**config.mk**
```make
export PLATFORM = sky130hd
export DESIGN_NAME = multicycle_ctrl_fsm
export DESIGN_NICKNAME = d
export VERILOG_FILES = /design/src/rtl/riscv_ctrl_pkg.sv /design/src/rtl/mc_out_deco.sv /design/src/rtl/multicycle_ctrl_fsm.sv
export SDC_FILE = /design/constraint.sdc
export NUM_CORES = 1
export LEC_CHECK = 0
export CAP_MARGIN = 10
export CORE_MARGIN = 3
export CORE_UTILIZATION = 37
export CTS_CLUSTER_SIZE = 8
export DETAILED_ROUTE_END_ITERATION = 7
export HOLD_SLACK_MARGIN = 0.08
export PLACE_DENSITY = 0.75
export SYNTH_ARGS = -nofsm -noshare
export SYNTH_HDL_FRONTEND = slang
export SYNTH_SLANG_ARGS = --single-unit
```
**constraint.sdc**
```tcl
create_clock -name clk -period 1.6 [get_ports clk]
set_clock_uncertainty 0.1 [all_clocks]
set_input_delay 0.48 -clock clk [delete_from_list [all_inputs] [get_ports clk]]
set_output_delay 0.48 -clock clk [all_outputs]
set_load 0.01 [all_outputs]
```
**src/rtl/riscv_ctrl_pkg.sv**
```systemverilog
// Shared encodings for the multicycle RV32I control path: opcodes, FSM states,
// datapath select encodings and the control word driven by the output decoder.
package riscv_ctrl_pkg;

  localparam logic [6:0] OP_LW  = 7'b0000011;
  localparam logic [6:0] OP_SW  = 7'b0100011;
  localparam logic [6:0] OP_R   = 7'b0110011;
  localparam logic [6:0] OP_I   = 7'b0010011;
  localparam logic [6:0] OP_BEQ = 7'b1100011;
  localparam logic [6:0] OP_JAL = 7'b1101111;

  localparam logic [3:0] S_FETCH   = 4'd0;
  localparam logic [3:0] S_DECODE  = 4'd1;
  localparam logic [3:0] S_MEMADR  = 4'd2;
  localparam logic [3:0] S_MEMREAD = 4'd3;
  localparam logic [3:0] S_MEMWB   = 4'd4;
  localparam logic [3:0] S_MEMWR   = 4'd5;
  localparam logic [3:0] S_EXEC_R  = 4'd6;
  localparam logic [3:0] S_EXEC_I  = 4'd7;
  localparam logic [3:0] S_ALUWB   = 4'd8;
  localparam logic [3:0] S_BEQ     = 4'd9;
  localparam logic [3:0] S_JAL     = 4'd10;

  typedef enum logic [1:0] {
    ALU_ADD   = 2'b00,
    ALU_SUB   = 2'b01,
    ALU_FUNCT = 2'b10
  } alu_op_e;

  typedef enum logic [1:0] {
    SRCA_PC    = 2'b00,
    SRCA_OLDPC = 2'b01,
    SRCA_RS1   = 2'b10
  } src_a_e;

  typedef enum logic [1:0] {
    SRCB_RS2  = 2'b00,
    SRCB_IMM  = 2'b01,
    SRCB_FOUR = 2'b10
  } src_b_e;

  typedef enum logic [1:0] {
    RES_ALUOUT    = 2'b00,
    RES_MEMDATA   = 2'b01,
    RES_ALURESULT = 2'b10
  } result_src_e;

  // ack_gated marks strobes that may only fire in the cycle memory acknowledges.
  typedef struct packed {
    logic        mem_req;
    logic        adr_src;
    logic        ir_write;
    logic        pc_update;
    logic        branch;
    logic        reg_write;
    logic        mem_write;
    logic        instr_done;
    logic        ack_gated;
    src_a_e      alu_src_a;
    src_b_e      alu_src_b;
    alu_op_e     alu_op;
    result_src_e result_src;
  } ctrl_word_t;

  function automatic logic [1:0] imm_src_of(input logic [6:0] opcode);
    case (opcode)
      OP_SW:   return 2'b01;
      OP_BEQ:  return 2'b10;
      OP_JAL:  return 2'b11;
      default: return 2'b00;
    endcase
  endfunction

  function automatic logic is_legal_op(input logic [6:0] opcode);
    case (opcode)
      OP_LW, OP_SW, OP_R, OP_I, OP_BEQ, OP_JAL: return 1'b1;
      default:                                  return 1'b0;
    endcase
  endfunction

endpackage

```
**src/rtl/mc_out_deco.sv**
```systemverilog
// Moore output decoder: maps the controller state onto its datapath control word.
module mc_out_deco
  import riscv_ctrl_pkg::*;
(
  input  logic [3:0] state,
  output ctrl_word_t cw
);

  // Unused encodings fall through with an all-zero word so no strobe fires.
  always_comb begin
    cw = '0;
    case (state)
      S_FETCH: begin
        cw.mem_req    = 1'b1;
        cw.ir_write   = 1'b1;
        cw.pc_update  = 1'b1;
        cw.ack_gated  = 1'b1;
        cw.alu_src_b  = SRCB_FOUR;
        cw.result_src = RES_ALURESULT;
      end
      S_DECODE: begin
        cw.alu_src_a = SRCA_OLDPC;
        cw.alu_src_b = SRCB_IMM;
      end
      S_MEMADR: begin
        cw.alu_src_a = SRCA_RS1;
        cw.alu_src_b = SRCB_IMM;
      end
      S_MEMREAD: begin
        cw.mem_req = 1'b1;
        cw.adr_src = 1'b1;
      end
      S_MEMWB: begin
        cw.result_src = RES_MEMDATA;
        cw.reg_write  = 1'b1;
        cw.instr_done = 1'b1;
      end
      S_MEMWR: begin
        cw.mem_req    = 1'b1;
        cw.adr_src    = 1'b1;
        cw.mem_write  = 1'b1;
        cw.instr_done = 1'b1;
        cw.ack_gated  = 1'b1;
      end
      S_EXEC_R: begin
        cw.alu_src_a = SRCA_RS1;
        cw.alu_src_b = SRCB_RS2;
        cw.alu_op    = ALU_FUNCT;
      end
      S_EXEC_I: begin
        cw.alu_src_a = SRCA_RS1;
        cw.alu_src_b = SRCB_IMM;
        cw.alu_op    = ALU_FUNCT;
      end
      S_ALUWB: begin
        cw.reg_write  = 1'b1;
        cw.instr_done = 1'b1;
      end
      S_BEQ: begin
        cw.alu_src_a  = SRCA_RS1;
        cw.alu_src_b  = SRCB_RS2;
        cw.alu_op     = ALU_SUB;
        cw.branch     = 1'b1;
        cw.instr_done = 1'b1;
      end
      S_JAL: begin
        cw.alu_src_a = SRCA_OLDPC;
        cw.alu_src_b = SRCB_FOUR;
        cw.pc_update = 1'b1;
      end
      default: ;
    endcase
  end

endmodule

```
**src/rtl/multicycle_ctrl_fsm.sv**
```systemverilog
// Multicycle RV32I sequencing controller: state register, next-state logic and
// the few Mealy terms (memAck gating, branch & zero, illegal opcode in Decode).
module multicycle_ctrl_fsm
  import riscv_ctrl_pkg::*;
#(
  parameter int OP_W    = 7,
  parameter int STATE_W = 4
) (
  input  logic            clk,
  input  logic            rst_n,
  input  logic [OP_W-1:0] op,
  input  logic            zero,
  input  logic            memAck,
  output logic            memReq,
  output logic            adrSrc,
  output logic            irWrite,
  output logic            pcWrite,
  output logic            regWrite,
  output logic            memWrite,
  output logic [1:0]      aluSrcA,
  output logic [1:0]      aluSrcB,
  output logic [1:0]      aluOp,
  output logic [1:0]      resultSrc,
  output logic [1:0]      immSrc,
  output logic            instrDone,
  output logic            illegalOp
);

  logic [STATE_W-1:0] state_q, state_d;
  ctrl_word_t         cw;
  logic               ack_ok;
  logic               decode_illegal;

  mc_out_deco u_deco (
    .state (state_q),
    .cw    (cw)
  );

  always_comb begin
    state_d = S_FETCH;
    case (state_q)
      S_FETCH:   state_d = memAck ? S_DECODE : S_FETCH;
      S_DECODE: begin
        case (op)
          OP_LW, OP_SW: state_d = S_MEMADR;
          OP_R:         state_d = S_EXEC_R;
          OP_I:         state_d = S_EXEC_I;
          OP_BEQ:       state_d = S_BEQ;
          OP_JAL:       state_d = S_JAL;
          default:      state_d = S_FETCH;
        endcase
      end
      S_MEMADR:  state_d = (op == OP_SW) ? S_MEMWR : S_MEMREAD;
      S_MEMREAD: state_d = memAck ? S_MEMWB : S_MEMREAD;
      S_MEMWB:   state_d = S_FETCH;
      S_MEMWR:   state_d = memAck ? S_FETCH : S_MEMWR;
      S_EXEC_R:  state_d = S_ALUWB;
      S_EXEC_I:  state_d = S_ALUWB;
      S_ALUWB:   state_d = S_FETCH;
      S_BEQ:     state_d = S_FETCH;
      S_JAL:     state_d = S_ALUWB;
      default:   state_d = S_FETCH;
    endcase
  end

  always_ff @(posedge clk or negedge rst_n) begin
    if (!rst_n) state_q <= S_FETCH;
    else        state_q <= state_d;
  end

  assign ack_ok         = !cw.ack_gated || memAck;
  assign decode_illegal = (state_q == S_DECODE) && !is_legal_op(op);

  // Outputs are forced quiet while rst_n is low so an aborted store stops at once.
  always_comb begin
    memReq    = 1'b0;
    adrSrc    = 1'b0;
    irWrite   = 1'b0;
    pcWrite   = 1'b0;
    regWrite  = 1'b0;
    memWrite  = 1'b0;
    aluSrcA   = 2'b00;
    aluSrcB   = 2'b00;
    aluOp     = 2'b00;
    resultSrc = 2'b00;
    immSrc    = 2'b00;
    instrDone = 1'b0;
    illegalOp = 1'b0;
    if (rst_n) begin
      memReq    = cw.mem_req;
      adrSrc    = cw.adr_src;
      irWrite   = cw.ir_write & ack_ok;
      pcWrite   = (cw.pc_update & ack_ok) | (cw.branch & zero);
      regWrite  = cw.reg_write;
      memWrite  = cw.mem_write;
      aluSrcA   = cw.alu_src_a;
      aluSrcB   = cw.alu_src_b;
      aluOp     = cw.alu_op;
      resultSrc = cw.result_src;
      immSrc    = imm_src_of(op);
      instrDone = (cw.instr_done & ack_ok) | decode_illegal;
      illegalOp = decode_illegal;
    end
  end

endmodule
```
Word level (Yosys, flattened, before mapping)

Index checks and enable logic that the tools add are counted.

Reduce and logical (&&, ||, !) cells: 18
Equal/unequal tests: 16
Bitwise operators: 6
Muxes and demuxes: 34

Operators with widths:

| kind                 | count |
|---|---|
| $pmux W4 S6          | 1 |
| $pmux W4 S5          | 1 |
| $mux W1              | 19 |
| $eq A4 B3 Y1 const B | 4 |
| $pmux W2 S2          | 4 |
| $eq A7 B6 Y1 const B | 2 |
| $eq A7 B7 Y1 const B | 2 |
| $reduce_or A2 Y1     | 7 |
| $eq A4 B4 Y1 const B | 3 |
| $mux W2              | 5 |
| $mux W3              | 3 |
| $reduce_or A3 Y1     | 3 |
| $eq A4 B2 Y1 const B | 2 |
| $reduce_or A4 Y1     | 2 |
| $eq A7 B2 Y1 const B | 1 |
| $eq A7 B5 Y1 const B | 1 |
| $pmux W2 S3          | 1 |
| $reduce_or A6 Y1     | 1 |
| $and A1 B1 Y1        | 4 |
| $eq A4 B1 Y1 const B | 1 |
| $logic_not A4 Y1     | 1 |
| $logic_not A1 Y1     | 2 |
| $or A1 B1 Y1         | 2 |
| $logic_and A1 B1 Y1  | 1 |
| $logic_or A1 B1 Y1   | 1 |

Word-level logic and storage cells: 75
Flip-flop bits (word level): 4

Logic depth before layout (Yosys ltp)

Depth in word-level cells: 8
Depth in mapped cells: 5

Cells and area by module

Synthesis repeated with hierarchy kept, for this count alone.

Cells, all modules: 94
Area total of the unflattened synthesis: 750.7 sq um

By module, submodules not included:

| module              | area each (sq um) | cells an instance | instances | sequential area each (sq um) |
|---|---|---|---|---|
| multicycle_ctrl_fsm | 505.5             | 62                | 1         | 100.1 |
| mc_out_deco         | 245.2             | 32                | 1         | 0.0 |

Worst setup path after synthesis

Ideal clock, no wire load.

Kind: input port to output port
From: in op[1]
To: out instrDone
Slack: -0.250 ns
Buffers on the path: 0
Cell stages on the path: 3
Arrival time: 1.270 ns
Cell sequence: and4b_1 > and3_1 > o32ai_1

Cells in the longest elaborated chain, start to end: 7
Elaborated cells on any way between the ends: 12
Classes of those cells: eq/ne (6); mux (2); bitwise (1); reduce/logical (3)

Ends and longest elaborated chain:

| item                                       | RTL line                   | source |
|---|---|---|
| from (decl)                                | multicycle_ctrl_fsm.sv:11  | `input logic [OP_W-1:0] op,` |
| $eq A7 B6 Y1, or another cell as far along | riscv_ctrl_pkg.sv:75       | `case (opcode)` |
| $reduce_or A6 Y1 (*)                       | riscv_ctrl_pkg.sv:75       |  |
| $mux W1 (*)                                | riscv_ctrl_pkg.sv:75       |  |
| $logic_not A1 Y1 (*)                       | multicycle_ctrl_fsm.sv:72  | `assign decode_illegal = (state_q == S_DECODE) && !is_legal_op(op);` |
| $logic_and A1 B1 Y1 (*)                    | multicycle_ctrl_fsm.sv:72  |  |
| $or A1 B1 Y1 (*)                           | multicycle_ctrl_fsm.sv:101 | `instrDone = (cw.instr_done & ack_ok) \| decode_illegal;` |
| $mux W1 (*)                                | multicycle_ctrl_fsm.sv:89  | `if (rst_n) begin` |
| to (decl)                                  | multicycle_ctrl_fsm.sv:25  | `output logic instrDone,` |

Mark *: on every way between the ends. The rest lies on a longest branch, timed or not.

Worst setup path after layout

From: reg state_q[2]
To: out aluSrcA[1]

Cells in the longest elaborated chain, start to end: 4
Elaborated cells on any way between the ends: 10
Classes of those cells: eq/ne (6); mux (2); reduce/logical (2)

Ends and longest elaborated chain:

| item                                                           | RTL line                  | source |
|---|---|---|
| from (decl)                                                    | multicycle_ctrl_fsm.sv:29 | `logic [STATE_W-1:0] state_q, state_d;` |
| from (signal assigned)                                         | multicycle_ctrl_fsm.sv:68 | `else state_q <= state_d;` |
| $eq A4 B3 Y1, or another cell as far along                     | mc_out_deco.sv:12         | `case (state)` |
| $reduce_or A4 Y1 (no line) or $reduce_or A2 Y1 (tied branches) | -                         |  |
| $pmux W2 S2 (*)                                                | mc_out_deco.sv:12         |  |
| $mux W2 (*)                                                    | multicycle_ctrl_fsm.sv:89 |  |
| to (decl)                                                      | multicycle_ctrl_fsm.sv:20 | `output logic [1:0] aluSrcA,` |

Marked as above.

==> impl_metrics.tcl <==
set metrics [dict create \
    clkSlewWorstSetupHoldPaths_ns 0.04 \
    hold_ws_ns 0.182 \
    place_ws_ns -1.16 \
    yosys.area.top_type_share_pct 15.0 \
    synth_cell_types 40 \
    yosys-top-cells-area "dfrtp_1 (15%), nor2b_1 (7.5%), nand2b_1 (6.6%), and3_1 (5.6%), buf_2 (3.8%)" \
    drv_slew 0 \
    syn_nets 98 \
    area_growth_pct 132 \
    ys_seq_elements 4 \
    wl_per_cell_um 25.0 \
    die_x_um 48.5 \
    grt_max_degree 17 \
    netlist_instances 87 \
    cts_hold_buf 0 \
    synth.avg_cell_area_um2 7.67 \
    antenna-diode-count 0 \
    drt_wl_total_um 4560 \
    top_regs "state_q x4" \
    worst_slack_ns -0.503 \
    grtUsageTotal_pct 28.2 \
    port_buffers 28 \
    met2_length_um 2020 \
    peakVddDrop_v 0.000600 \
    rsz0062_at_grt "true" \
    maxSlewHeadroom_pct 82.6 \
    hold_viol_final 0 \
    clock_latency_ns 0.25 \
    core_area_um2 1590 \
    drive_gt1_share_pct 72.2 \
    dieArea_um2 2350 \
    cts_tree "yes" \
    worstSetupPathType "reg2out" \
    drtIter0Drc 71 \
    wl_met3_um 495 \
    vias 1177 \
    worstSetupEndpointType "output pin" \
    grt_overflow 0 \
    power_density_nw_per_um2 528 \
    worstPathMaxFanout 7 \
    gp_congestion 0.887 \
    cts_root_buf "clkbuf_4" \
    dp_hpwl_um 1800 \
    antenna_found_initial 0 \
    arrival_ns 1.52 \
    violations "setup timing" \
    max_cap_viol_count 0 \
    vias_per_cell 6.47 \
    final_common_cell "buf_4" \
    grt_pass1_vias 1025 \
    fp-row-count 14 \
    leakage_nw 0.786 \
    drcViolationCount 0 \
    period_minus_slack_ns 2.10 \
    cts_sinks 4 \
    yosysWarnings 0 \
    fmax_ghz 0.475 \
    status "finished with violations" \
    m1WireLength_um 1600 \
    first_pass_iters 5 \
    largest_reg_flops 4 \
    ys_seq_area_share_pct 15.0 \
    postRouteAntennaNets 0 \
    finalCritPeriodShare_pct 131 \
    regMostFlops "state_q" \
    synth_top_area_cell "dfrtp_1" \
    clockBufferDepth 2 \
    grt_first_pass_wirelength_um 5150 \
    final_area_um2 1540 \
    ios 29 \
    place_area_um2 1190 \
    routed.top_layer "met4" \
    min_path_type "in2async" \
    startpoint_type "register" \
    cts-htree-levels 1 \
    mostFrequentLayoutCells "buf_4 (31), buf_6 (21), buf_2 (17)" \
    die_h_um 48.5 \
    syn_area_um2 667 \
    fin_nets 171 \
    cp.required_ns 1.02 \
    numCtsBuffers 3 \
    tightest_slew_ns 0.260 \
    setup_violations 19 \
    start_util_pct 41.8 \
]
## worst max-delay path: stages (launching register included)
cell and delay (ns):
dfrtp_2 0.48, buf_6 0.16, nor2b_4 0.14, and3b_1 0.22, o21a_1 0.14, buf_2 0.14
## metrics by stage
| step | power, mW | std cells | utilization, % | setup TNS [ns] |
|---|---|---|---|---|
| finish | 0.815 | 182 | 96.9 | -6.79 |
| global placement | 0.493 | 158 | 75.0 | -17.33 |
| floorplan | 0.315 | 87 | - | -0.307 |
| detailed placement | 0.501 | 158 | 75.0 | -17.69 |
| global route | 0.851 | 182 | 96.9 | -7.46 |
| CTS | 0.680 | 174 | 84.9 | -5.94 |
## path summary, 6_finish.rpt
| path | depth (start not counted) | slack (ns) | end | start |
|---|---|---|---|---|
| worst min-delay path | 2 | 0.18 | state_q[0] | rst_n |
| worst max-delay path | 5 | -0.50 | aluSrcA[1] | state_q[2] |
| worst max register to register | 5 | -0.02 | state_q[2] | state_q[2] |
| max in group asynchronous | 4 | 0.89 | state_q[2] | rst_n |
| worst min register to register | 2 | 0.70 | state_q[0] | state_q[3] |
| min in group clk | 3 | 0.56 | state_q[0] | op[2] |
## synth_stat cells, drive strengths merged
library cell and n:
and3b 2, o21a 1, nor2b 9, xor2 2, a221oi 1, and4 1
and3 6, nand3 3, o32ai 2, nand2b 7, a21oi 4, a22o 1
mux2 1, nor2 7, a21o 1, or2 1, and2 1, nor3b 2
inv 1, buf 7, mux2i 2, a22oi 1, clkbuf 1, o22ai 1
dfrtp 4, nand4 1, and4b 2, nand2 2, o211a 2, nor3 4
o21ai 1, nand3b 1, xnor2 2, or3b 1, a32o 2
## metal layers
metal / GRT usage, % / vias to the layer above
met4: 8.06 / 0
met2: 52.5 / 132
met5: 0 / -
met3: 5.83 / 52
li1: - / 465
met1: 32.1 / 528
## cell type report
| type | count | area, um^2 |
|---|---|---|
| sequential | 4 | 105 |
| timing repair buffer | 76 | 678 |
| fill | 31 | 50.0 |
| clock buffer | 3 | 22.5 |
| inverter | 1 | 3.75 |
| multi-input combinational | 74 | 704 |
| tap | 24 | 30.0 |
## what timing repair did
action,CTS,global route
hold endpoints to repair,0,0
gates resized for setup,118,50
cloned,1,1
setup endpoints to repair,22,20
pin swaps,11,18
buffers inserted,12,8
## report_power, final
part | internal (mW) | total, mW | switching [mW]
sequential | 0.111 | 0.129 | 0.0175
clock | 0.0846 | 0.136 | 0.0515
combinational | 0.292 | 0.551 | 0.259
total | 0.488 | 0.815 | 0.328
## kinds of logic after synthesis
| kind of cell | count (synthesis) | share of synthesized area [%] |
|---|---|---|
| and+or+nand+nor | 50 | 46.9 |
| AOI/OAI and AO/OA | 17 | 19.9 |
| buffers and inverters | 9 | 8.25 |
| xor gates and xnor gates | 4 | 5.25 |
| DFF | 4 | 15.0 |
| muxes | 3 | 4.69 |
Note: power is estimated with default switching activity, not from simulation.
